**src/rtl/alu_control_seq.sv**
```systemverilog
// Registered ALU-control decoder at the ID/EX boundary.
// Adds multi-cycle MUL/DIV occupancy with stall, completion and flush.
module alu_control_seq #(
  parameter int FUNC_W  = 4,
  parameter int OP_W    = 4,
  parameter int MUL_LAT = 4,
  parameter int DIV_LAT = 8
) (
  input  logic              clk,
  input  logic              rst,
  input  logic              in_valid,
  input  logic [FUNC_W-1:0] in_function,
  input  logic [1:0]        in_aluop,
  input  logic              flush,
  output logic [OP_W-1:0]   alu_op,
  output logic              op_valid,
  output logic              illegal,
  output logic              busy,
  output logic              stall_req,
  output logic              mc_done
);

  localparam int MAX_LAT = (MUL_LAT > DIV_LAT) ? MUL_LAT : DIV_LAT;
  localparam int CNT_W   = (MAX_LAT > 2) ? $clog2(MAX_LAT) : 1;

  localparam logic [CNT_W-1:0] MUL_RLD = CNT_W'(MUL_LAT - 1);
  localparam logic [CNT_W-1:0] DIV_RLD = CNT_W'(DIV_LAT - 1);
  localparam logic MUL_MC = (MUL_LAT > 1);
  localparam logic DIV_MC = (DIV_LAT > 1);

  typedef enum logic [0:0] {
    IDLE = 1'b0,
    BUSY = 1'b1
  } state_t;

  state_t           r_state;
  state_t           w_state_nxt;
  logic [CNT_W-1:0] r_cnt;
  logic [CNT_W-1:0] w_cnt_nxt;
  logic [OP_W-1:0]  r_alu_op;
  logic [OP_W-1:0]  w_alu_op_nxt;
  logic             r_valid;
  logic             w_valid_nxt;
  logic             r_illegal;
  logic             w_illegal_nxt;

  logic [3:0]       w_code;
  logic             w_dec_ill;
  logic             w_dec_mul;
  logic             w_dec_div;
  logic             w_hi_zero;
  logic             w_cnt_zero;
  logic             w_accept;

  assign w_hi_zero  = ((in_function >> 4) == '0);
  assign w_cnt_zero = (r_cnt == '0);

  always_comb begin
    w_code    = 4'b0000;
    w_dec_ill = 1'b0;
    w_dec_mul = 1'b0;
    w_dec_div = 1'b0;
    case (in_aluop)
      2'b00: begin
        if (!w_hi_zero) begin
          w_dec_ill = 1'b1;
        end else begin
          case (in_function[3:0])
            4'd0: w_code = 4'b0000;
            4'd1: w_code = 4'b0001;
            4'd2: w_code = 4'b0101;
            4'd3: w_code = 4'b0110;
            4'd4: w_code = 4'b0111;
            4'd5: w_code = 4'b0011;
            4'd6: w_code = 4'b0100;
            4'd7: w_code = 4'b0010;
            4'd8: begin
              w_code    = 4'b1000;
              w_dec_mul = 1'b1;
            end
            4'd9: begin
              w_code    = 4'b1001;
              w_dec_div = 1'b1;
            end
            default: w_dec_ill = 1'b1;
          endcase
        end
      end
      2'b01:   w_code = 4'b0001;
      2'b10:   w_code = 4'b0111;
      default: w_code = 4'b0000;
    endcase
  end

  assign busy      = (r_state == BUSY);
  assign stall_req = busy & ~w_cnt_zero;
  assign mc_done   = busy & w_cnt_zero;
  assign w_accept  = in_valid & ~stall_req & ~flush;

  // Flush outranks both a new accept and an in-flight multi-cycle op.
  always_comb begin
    w_state_nxt   = r_state;
    w_cnt_nxt     = r_cnt;
    w_alu_op_nxt  = r_alu_op;
    w_valid_nxt   = r_valid;
    w_illegal_nxt = r_illegal;
    if (flush) begin
      w_state_nxt   = IDLE;
      w_cnt_nxt     = '0;
      w_valid_nxt   = 1'b0;
      w_illegal_nxt = 1'b0;
    end else if (w_accept) begin
      w_alu_op_nxt  = OP_W'(w_code);
      w_illegal_nxt = w_dec_ill;
      w_valid_nxt   = 1'b1;
      if (w_dec_mul && MUL_MC) begin
        w_state_nxt = BUSY;
        w_cnt_nxt   = MUL_RLD;
      end else if (w_dec_div && DIV_MC) begin
        w_state_nxt = BUSY;
        w_cnt_nxt   = DIV_RLD;
      end else begin
        w_state_nxt = IDLE;
        w_cnt_nxt   = '0;
      end
    end else begin
      case (r_state)
        BUSY: begin
          if (!w_cnt_zero) begin
            w_cnt_nxt = r_cnt - 1'b1;
          end else begin
            w_state_nxt = IDLE;
            w_valid_nxt = 1'b0;
          end
        end
        default: w_valid_nxt = 1'b0;
      endcase
    end
  end

  always_ff @(posedge clk or posedge rst) begin
    if (rst) begin
      r_state   <= IDLE;
      r_cnt     <= '0;
      r_alu_op  <= '0;
      r_valid   <= 1'b0;
      r_illegal <= 1'b0;
    end else begin
      r_state   <= w_state_nxt;
      r_cnt     <= w_cnt_nxt;
      r_alu_op  <= w_alu_op_nxt;
      r_valid   <= w_valid_nxt;
      r_illegal <= w_illegal_nxt;
    end
  end

  assign alu_op   = r_alu_op;
  assign op_valid = r_valid;
  assign illegal  = r_illegal;

endmodule

```
**config.mk**
```make
export PLATFORM = sky130hd
export DESIGN_NAME = alu_control_seq
export DESIGN_NICKNAME = d
export VERILOG_FILES = /design/src/rtl/alu_control_seq.sv
export SDC_FILE = /design/constraint.sdc
export NUM_CORES = 1
export LEC_CHECK = 0
export CAP_MARGIN = 20
export CORE_MARGIN = 4
export CORE_UTILIZATION = 47
export DETAILED_ROUTE_END_ITERATION = 12
export PLACE_DENSITY = 0.79
export SETUP_SLACK_MARGIN = 0.15
export SLEW_MARGIN = 40
export SYNTH_ARGS = -nofsm -noshare
export SYNTH_HDL_FRONTEND = slang
export SYNTH_SLANG_ARGS = --single-unit
export TNS_END_PERCENT = 30
```
**constraint.sdc**
```tcl
create_clock -name clk -period 3.22 [get_ports clk]
set_input_delay 0.483 -clock clk [delete_from_list [all_inputs] [get_ports clk]]
set_output_delay 0.483 -clock clk [all_outputs]
set_load 0.05 [all_outputs]
```
After elaboration in Yosys (flattened, before gate mapping)
Cells that the tools add are included.
W data, S select, Z words.
{"block": "word_totals", "register_bits": 10, "output_inout_bits": 9, "wordCells": 60, "in_bits": 10}
{"block": "op_classes", "reduce_logical": 8, "muxes": 26, "bitwise": 7, "eq_ne": 13, "n_addsub": 1}
{"operator": "$pmux W4 S9", "count": 1}
{"operator": "$mux W1", "count": 18}
{"operator": "$mux W3", "count": 6}
{"operator": "$eq A4 B3 Y1 const B", "count": 4}
{"operator": "$pmux W4 S3", "count": 1}
{"operator": "$reduce_or A10 Y1", "count": 1}
{"operator": "$eq A4 B2 Y1 const B", "count": 2}
{"operator": "$eq A4 B4 Y1 const B", "count": 2}
{"operator": "$and A1 B1 Y1", "count": 4}
{"operator": "$eq A4 B1 Y1 const B", "count": 1}
{"operator": "$logic_not A4 Y1", "count": 1}
{"operator": "$ne A4 B2 Y1 const B", "count": 1}
{"operator": "$reduce_and A2 Y1", "count": 2}
{"operator": "$logic_not A3 Y1", "count": 1}
{"operator": "$ne A3 B2 Y1 const B", "count": 1}
{"operator": "$not A1 Y1", "count": 3}
{"operator": "$reduce_bool A3 Y1", "count": 1}
{"operator": "$sub A3 B1 Y3 const B", "count": 1}
{"operator": "$eq A2 B1 Y1 const B", "count": 1}
{"operator": "$eq A2 B2 Y1 const B", "count": 1}
{"operator": "$logic_not A2 Y1", "count": 1}
{"operator": "$reduce_bool A2 Y1", "count": 1}

Depth between registers and ports, before layout
Gate-level depths: netlist of run 1.
{"block": "logic_depth", "ltp_word": 8, "mapped_depth": 7, "mapped_depth_nobuf": 6}

Worst setup path before layout of run 1
Ideal clock, no wire load.
{"block": "synth_timing", "path_type": "register -> output", "startpoint": "register r_state, in the netlist busy", "endpoint": "output port mc_done", "path_buffers": 0, "slack_ns": 1.287, "t_required_ns": 2.737, "path_stages_with_launch": 3, "arrival_time_ns": 1.450, "cell_sequence": "dfrtp_1 -> nand2_1 -> nor2_1"}
{"block": "synth_between", "elab_chain_cells": 1}
{"item": "from (decl)", "line_no": "36", "text": "state_t r_state;"}
{"item": "from (signal assigned)", "line_no": "149", "text": "r_state <= w_state_nxt;"}
{"item": "$and A1 B1 Y1", "line_no": "97", "text": "assign mc_done = busy & w_cnt_zero;"}
{"item": "to (decl)", "line_no": "20", "text": "output logic mc_done"}
No other way between the ends.

Worst setup path after layout of run 1
{"block": "layout_timing", "startpoint": "register r_cnt[0]", "endpoint": "output port stall_req"}
{"block": "layout_between", "elab_chain_cells": 3}
{"item": "from (decl)", "line_no": "38", "text": "logic [CNT_W-1:0] r_cnt;"}
{"item": "from (signal assigned)", "line_no": "150", "text": "r_cnt <= w_cnt_nxt;"}
{"item": "$logic_not A3 Y1", "line_no": "56", "text": "assign w_cnt_zero = (r_cnt == '0);"}
{"item": "$not A1 Y1", "line_no": "96", "text": "assign stall_req = busy & ~w_cnt_zero;"}
{"item": "$and A1 B1 Y1", "line_no": "96"}
{"item": "to (decl)", "line_no": "19", "text": "output logic stall_req,"}
No other way between the ends.

==> flow_metrics.env, run 1 <==
export IMPL_final_nets=102
export IMPL_leakage_uw=0.000350
export IMPL_criticalPathCategory="reg2out"
export IMPL_portBuffers=18
export IMPL_power_switching_uw=91.8
export IMPL_multi_input_area_um2=328
export IMPL_drc_errors=0
export IMPL_min_period_ps=2490
export IMPL_timing_setup_tns_ps=0
export IMPL_final_util_pct=70.4
export IMPL_finalHoldViolCount=0
export IMPL_hold_class="in2async"
export IMPL_final_cell_area_um2=825
export IMPL_synth_top_area_share_pct=40.4
export IMPL_clkPwrFrac_pct=26.0
export IMPL_cts_resized=0
export IMPL_syn_area_um2=619
export IMPL_hold_ws_ps=491
export IMPL_yosys_area_top_type="dfrtp_1"
export IMPL_grt_pass1_vias=523
export IMPL_pin_count=19
export IMPL_grt_pass1_wl_um=2260
export IMPL_maxSlewViolCount=0
export IMPL_track_usage_pct=15.8
export IMPL_placed_area_um2=802
export IMPL_synth_seq_cells=10
export IMPL_ys_warn_count=0
export IMPL_drv_cap=0
export IMPL_path_clk_slew_ps=60
export IMPL_rr_startpoint="r_cnt[0]$_DFFE_PP0P_"
export IMPL_chipWidth_um=44.3
export IMPL_r2r_end="alu_op[0]$_DFFE_PP0P_"
export IMPL_vias=548
export IMPL_relSlewSlack_pct=66.3
export IMPL_cts_sinks=10
export IMPL_start_util_pct=52.9
export IMPL_avgSynthCellArea_um2=9.24
export IMPL_ir_worst_vdd_uv=266
export IMPL_globalRouteOverflowTotal=0
export IMPL_num_rows=12
export IMPL_rrSetupSlack_ps=1460
export IMPL_p_sw_share_pct=30.4
export IMPL_coreArea_mm2=0.00117
export IMPL_drtAntennaViolNets=0
export IMPL_cp_required_ps=2740
export IMPL_firstDrtPassIters=4
export IMPL_htreeDepth=1
export IMPL_rsz0062_at_grt="false"
export IMPL_timing_final_crit_share_pct=77.3
export IMPL_grt_max_degree=11
export IMPL_status="finished clean"
export IMPL_detail_route_iter0_violations=14
export IMPL_startpoint_type="flop"
export IMPL_drt_wl_total_um=1360
export IMPL_synthToLayoutAreaGrowth_pct=33.1
export IMPL_async_flop_share_pct=100
export IMPL_gp_congestion=0.745
export IMPL_setup_viol=0
export IMPL_max_freq_ghz=0.402
export IMPL_cts_tree="done"
export IMPL_antenna_found_initial=0
export IMPL_dieArea_mm2=0.00196
export IMPL_synth_main_ff_cell="dfrtp_1"
export IMPL_nFillCells=107
export IMPL_cts_root_buf="clkbuf_4"
export IMPL_post_drt_wl_per_cell_um=13.6
export IMPL_syn_num_nets=81
export IMPL_clockBufferDepth=2
export IMPL_area_sequential_um2=250
export IMPL_cts_setup_buffers=0
export IMPL_cts_buffers=3
export IMPL_finClkSkew_ps=2.43
export IMPL_n_antenna_cell=0
export IMPL_reg2regPathDepth=5
export IMPL_dieHeight_um=44.3
export IMPL_worst_pin_slew_ps=504
export IMPL_end_kind="output pin"
export IMPL_via_per_inst=5.48
export IMPL_synth_edff_count=0
export IMPL_crit_fanout=7
export IMPL_ctsHoldBuffers=0
export IMPL_p_per_area_mw_per_mm2=366
export IMPL_synth_cell_types=25
export IMPL_synthTopCellsByArea="dfrtp_1 (40%), a21oi_1 (9.7%), ha_1 (8.1%)"
export IMPL_dp_hpwl_um=1130
export IMPL_p_int_uw=210
export IMPL_clk_latency_ps=250
export IMPL_synthCells=67
export IMPL_critPathArrivalTime_ps=2000
export IMPL_seq_power_share_pct=45.7
export IMPL_seq_area_frac_synth_pct=40.4
export IMPL_drive_above_1_share_pct=11.6
export IMPL_combPwrFrac_pct=28.3
[kinds of logic (layout without fill, tap and decap cells)]
logic type                 Yosys count  after routing  share of synthesized area (%)
and+or+nand+nor                     22             22                           21.0
AOI/OAI and AO/OA                   19             19                           18.4
DFF                                 10             10                           40.4
buffers and inverters                9             28                           6.67
adders and majority gates            4              4                           8.08
muxes                                3              3                           5.45
[worst max path at each step]
stage | startpoint | to | slack (ps) | cells past startpoint
final | r_cnt[0]$_DFFE_PP0P_ | stall_req | 730 | 5
after global routing | r_cnt[0]$_DFFE_PP0P_ | stall_req | 650 | 5
after CTS | r_cnt[0]$_DFFE_PP0P_ | stall_req | 710 | 5
after detailed placement | r_cnt[0]$_DFFE_PP0P_ | stall_req | 1000 | 5
after global placement | r_cnt[0]$_DFFE_PP0P_ | stall_req | 1050 | 5
after floorplan | busy$_DFF_PP0_ | mc_done | 1290 | 2
[Yosys cell counts, drive strengths merged, types with 2 or more instances]
cell type  count
inv            7
nand2b         2
dfrtp         10
a21oi         12
o21ai          2
buf            2
nor2           8
ha             4
nor3b          2
mux2           3
nand2          3
[layer usage]
metal | wire length (µm) | vias up | share of wire, % | GRT usage (%)
met5 | 0 | - | 0 | 0
met1 | 669 | 260 | 49 | 22.2
met3 | 44 | 2 | 3.2 | 2.44
met4 | 6 | 0 | 0.44 | 9.04
li1 | - | 276 | - | -
met2 | 634 | 10 | 47 | 23.0
[sequential cells by signal, summed over array words and instances (netlist names)]
| name | flops |
|---|---|
| alu_op | 4 |
| r_cnt | 3 |
| illegal | 1 |
| op_valid | 1 |
| busy | 1 |
[worst max-delay path: stages (launching register included)]
cell and delay (ps):
dfrtp_1 350, inv_1 70, ha_1 250, nand2b_4 100, and2_4 180, clkdlybuf4s50_1 800
[through the flow]
stage / power (µW) / setup WS [ps] / std cells
after global placement: 223 / 1050 / 97
final: 302 / 732 / 100
after global routing: 320 / 652 / 100
after CTS: 307 / 709 / 100
after floorplan: 189 / 1290 / 67
after detailed placement: 226 / 997 / 97
[cell usage in the layout, fill, tap and decap left out, types with 2 or more instances in the layout]
master           synthesis  routed
inv_1                    7       7
a21oi_1                 12      12
nor2_1                   8       8
nand2_1                  3       3
mux2_2                   3       3
ha_1                     4       4
clkdlybuf4s50_1          0      18
dfrtp_1                 10      10
nor3b_1                  2       2
clkbuf_4                 0       3
o21ai_0                  2       2
[power by group through the flow]
stage	logic, µW	registers [µW]	clock network [µW]
4_1_cts	86.0	138	83.3
3_5_place_dp	85.6	140	0
3_3_place_gp	83.7	139	0
2_1_floorplan	24.0	165	0
6_report	85.5	138	78.5
5_1_grt	91.5	138	90.0
[cell type report]
class | count | area share (%)
clock buffer | 3 | 2.73
inverter | 7 | 3.19
multi-input combinational | 48 | 39.8
sequential | 10 | 30.3
tap | 14 | 2.12
timing repair buffer | 18 | 21.9
No activity file was read; power rests on OpenSTA's default activity.
==> run 2: changes to the inputs <==
CORE_UTILIZATION = 40   (was 47)
PLACE_DENSITY = 0.72   (was 0.79)
clock period = 2.1 ns   (was 3.22 ns; I/O delays follow)
==> flow_metrics.env, run 2 (synthesis gave the netlist of run 1 again) <==
export IMPL_leakage_uw=0.000362
export IMPL_hold_class="in2async"
export IMPL_ir_worst_vdd_uv=334
export IMPL_ctsHoldBuffers=0
export IMPL_portBuffers=18
export IMPL_power_switching_uw=143
export IMPL_relSlewSlack_pct=66.2
export IMPL_synthToLayoutAreaGrowth_pct=35.8
export IMPL_clkPwrFrac_pct=27.0
export IMPL_timing_setup_tns_ps=0
export IMPL_maxSlewViolCount=0
export IMPL_timing_final_crit_share_pct=89.0
export IMPL_cts_root_buf="clkbuf_4"
export IMPL_total_power_uw=466
export IMPL_layout_setup_ws_ps=231
export IMPL_drive_above_1_share_pct=14.9
export IMPL_post_place_ws_ps=139
export IMPL_gp_congestion=0.728
export IMPL_firstDrtPassIters=4
export IMPL_cts_resized=0
export IMPL_drc_errors=0
export IMPL_rrSetupSlack_ps=460
export IMPL_worst_path_buf_inv=1
export IMPL_criticalPathCategory="reg2out"
export IMPL_post_drt_wl_per_cell_um=12.6
export IMPL_worst_pin_slew_ps=506
export IMPL_slowest_stage="clkdlybuf4s50_1"
export IMPL_final_util_pct=60.8
export IMPL_r2r_end="r_cnt[0]$_DFFE_PP0P_"
export IMPL_rsz0062_at_grt="false"
export IMPL_grt_pass1_wl_um=2100
export IMPL_seq_power_share_pct=45.1
export IMPL_final_cell_mix="clkdlybuf4s50_1 (16), a21oi_1 (12), dfrtp_1 (10)"
export IMPL_layout_commonest_cell="clkdlybuf4s50_1"
export IMPL_dieHeight_um=47.4
export IMPL_cts_buffers=3
export IMPL_slowest_delay_ps=840
export IMPL_via_per_inst=5.41
export IMPL_area_sequential_um2=250
export IMPL_critPathArrivalTime_ps=1550
export IMPL_rr_startpoint="r_cnt[0]$_DFFE_PP0P_"
export IMPL_grt_max_degree=11
export IMPL_max_freq_ghz=0.535
export IMPL_detail_route_iter0_violations=12
export IMPL_antenna_found_initial=0
export IMPL_p_sw_share_pct=30.7
export IMPL_p_per_area_mw_per_mm2=554
export IMPL_pin_count=19
export IMPL_drtAntennaViolNets=0
export IMPL_min_period_ps=1870
export IMPL_clockBufferDepth=2
export IMPL_final_nets=103
export IMPL_path_clk_slew_ps=60
export IMPL_status="finished clean"
export IMPL_htreeDepth=1
export IMPL_cts_setup_buffers=0
export IMPL_drv_cap=0
export IMPL_worstPathCellList="clkdlybuf4s50_1"
export IMPL_cp_top_family="buffers and inverters"
export IMPL_globalRouteOverflowTotal=0
export IMPL_end_kind="output pin"
export IMPL_multi_input_area_um2=328
export IMPL_startpoint_type="flop"
export IMPL_track_usage_pct=13.8
export IMPL_dieArea_mm2=0.00224
export IMPL_grt_pass1_vias=501
export IMPL_cts_sinks=10
export IMPL_setup_viol=0
export IMPL_finalHoldViolCount=0
export IMPL_finClkSkew_ps=11.4
export IMPL_drt_wl_total_um=1290
export IMPL_num_rows=13
export IMPL_coreArea_mm2=0.00138
export IMPL_largest_register_ffs=4
export IMPL_vias=552
export IMPL_cts_tree="done"
export IMPL_reg2regPathDepth=6
export IMPL_cp_required_ps=1780
export IMPL_clk_latency_ps=260
export IMPL_nFillCells=122
export IMPL_crit_fanout=7
export IMPL_combPwrFrac_pct=27.9
export IMPL_start_util_pct=44.8
export IMPL_hold_ws_ps=325
export IMPL_n_antenna_cell=0
export IMPL_dp_hpwl_um=1060
export IMPL_p_int_uw=323
export IMPL_chipWidth_um=47.4
==> run 2: changes by cell type in the layout (fill, tap and decap cells not counted) <==
cell | before | now
buf_4 | 0 | 2
buf_12 | 0 | 1
clkdlybuf4s50_1 | 18 | 16
==> run 2: metrics by stage <==
stage	area, µm²	std cells
floorplan	619	67
global placement	818	99
detailed placement	818	99
CTS	841	102
global route	841	102
finish	841	102
==> run 2: final cells by class <==
type,count,share of cell area [%]
Multi-Input combinational cell,48,39.0
Sequential cell,10,29.8
Timing Repair Buffer,19,23.2
Inverter,7,3.13
Clock buffer,3,2.68
Tap cell,15,2.23
==> run 2: worst max-delay path by stage <==
| stage | from | endpoint | slack [ps] | cells past startpoint |
|---|---|---|---|---|
| after global routing | busy$_DFF_PP0_ | busy | 180 | 1 |
| after global placement | in_aluop[1] | r_cnt[0]$_DFFE_PP0P_ | 200 | 7 |
| final | busy$_DFF_PP0_ | busy | 230 | 1 |
| after detailed placement | in_aluop[1] | r_cnt[0]$_DFFE_PP0P_ | 140 | 7 |
| after floorplan | busy$_DFF_PP0_ | mc_done | 340 | 2 |
| after CTS | busy$_DFF_PP0_ | busy | 210 | 1 |
==> run 2: routing by layer <==
| metal | part of all wire (%) | global-route usage (%) | vias up |
|---|---|---|---|
| met5 | 0 | 0 | - |
| met1 | 44 | 16.0 | 255 |
| met4 | 0.70 | 6.63 | 0 |
| met2 | 49 | 21.4 | 16 |
| met3 | 6.7 | 6.51 | 2 |
| li1 | - | - | 279 |
==> run 2: power by group through the flow <==
stage,logic (µW),clock network (µW),registers (µW)
after detailed placement,131,0,214
after CTS,131,135,210
after global routing,139,141,212
final,130,126,210
after global placement,130,0,214
after floorplan,36.8,0,254
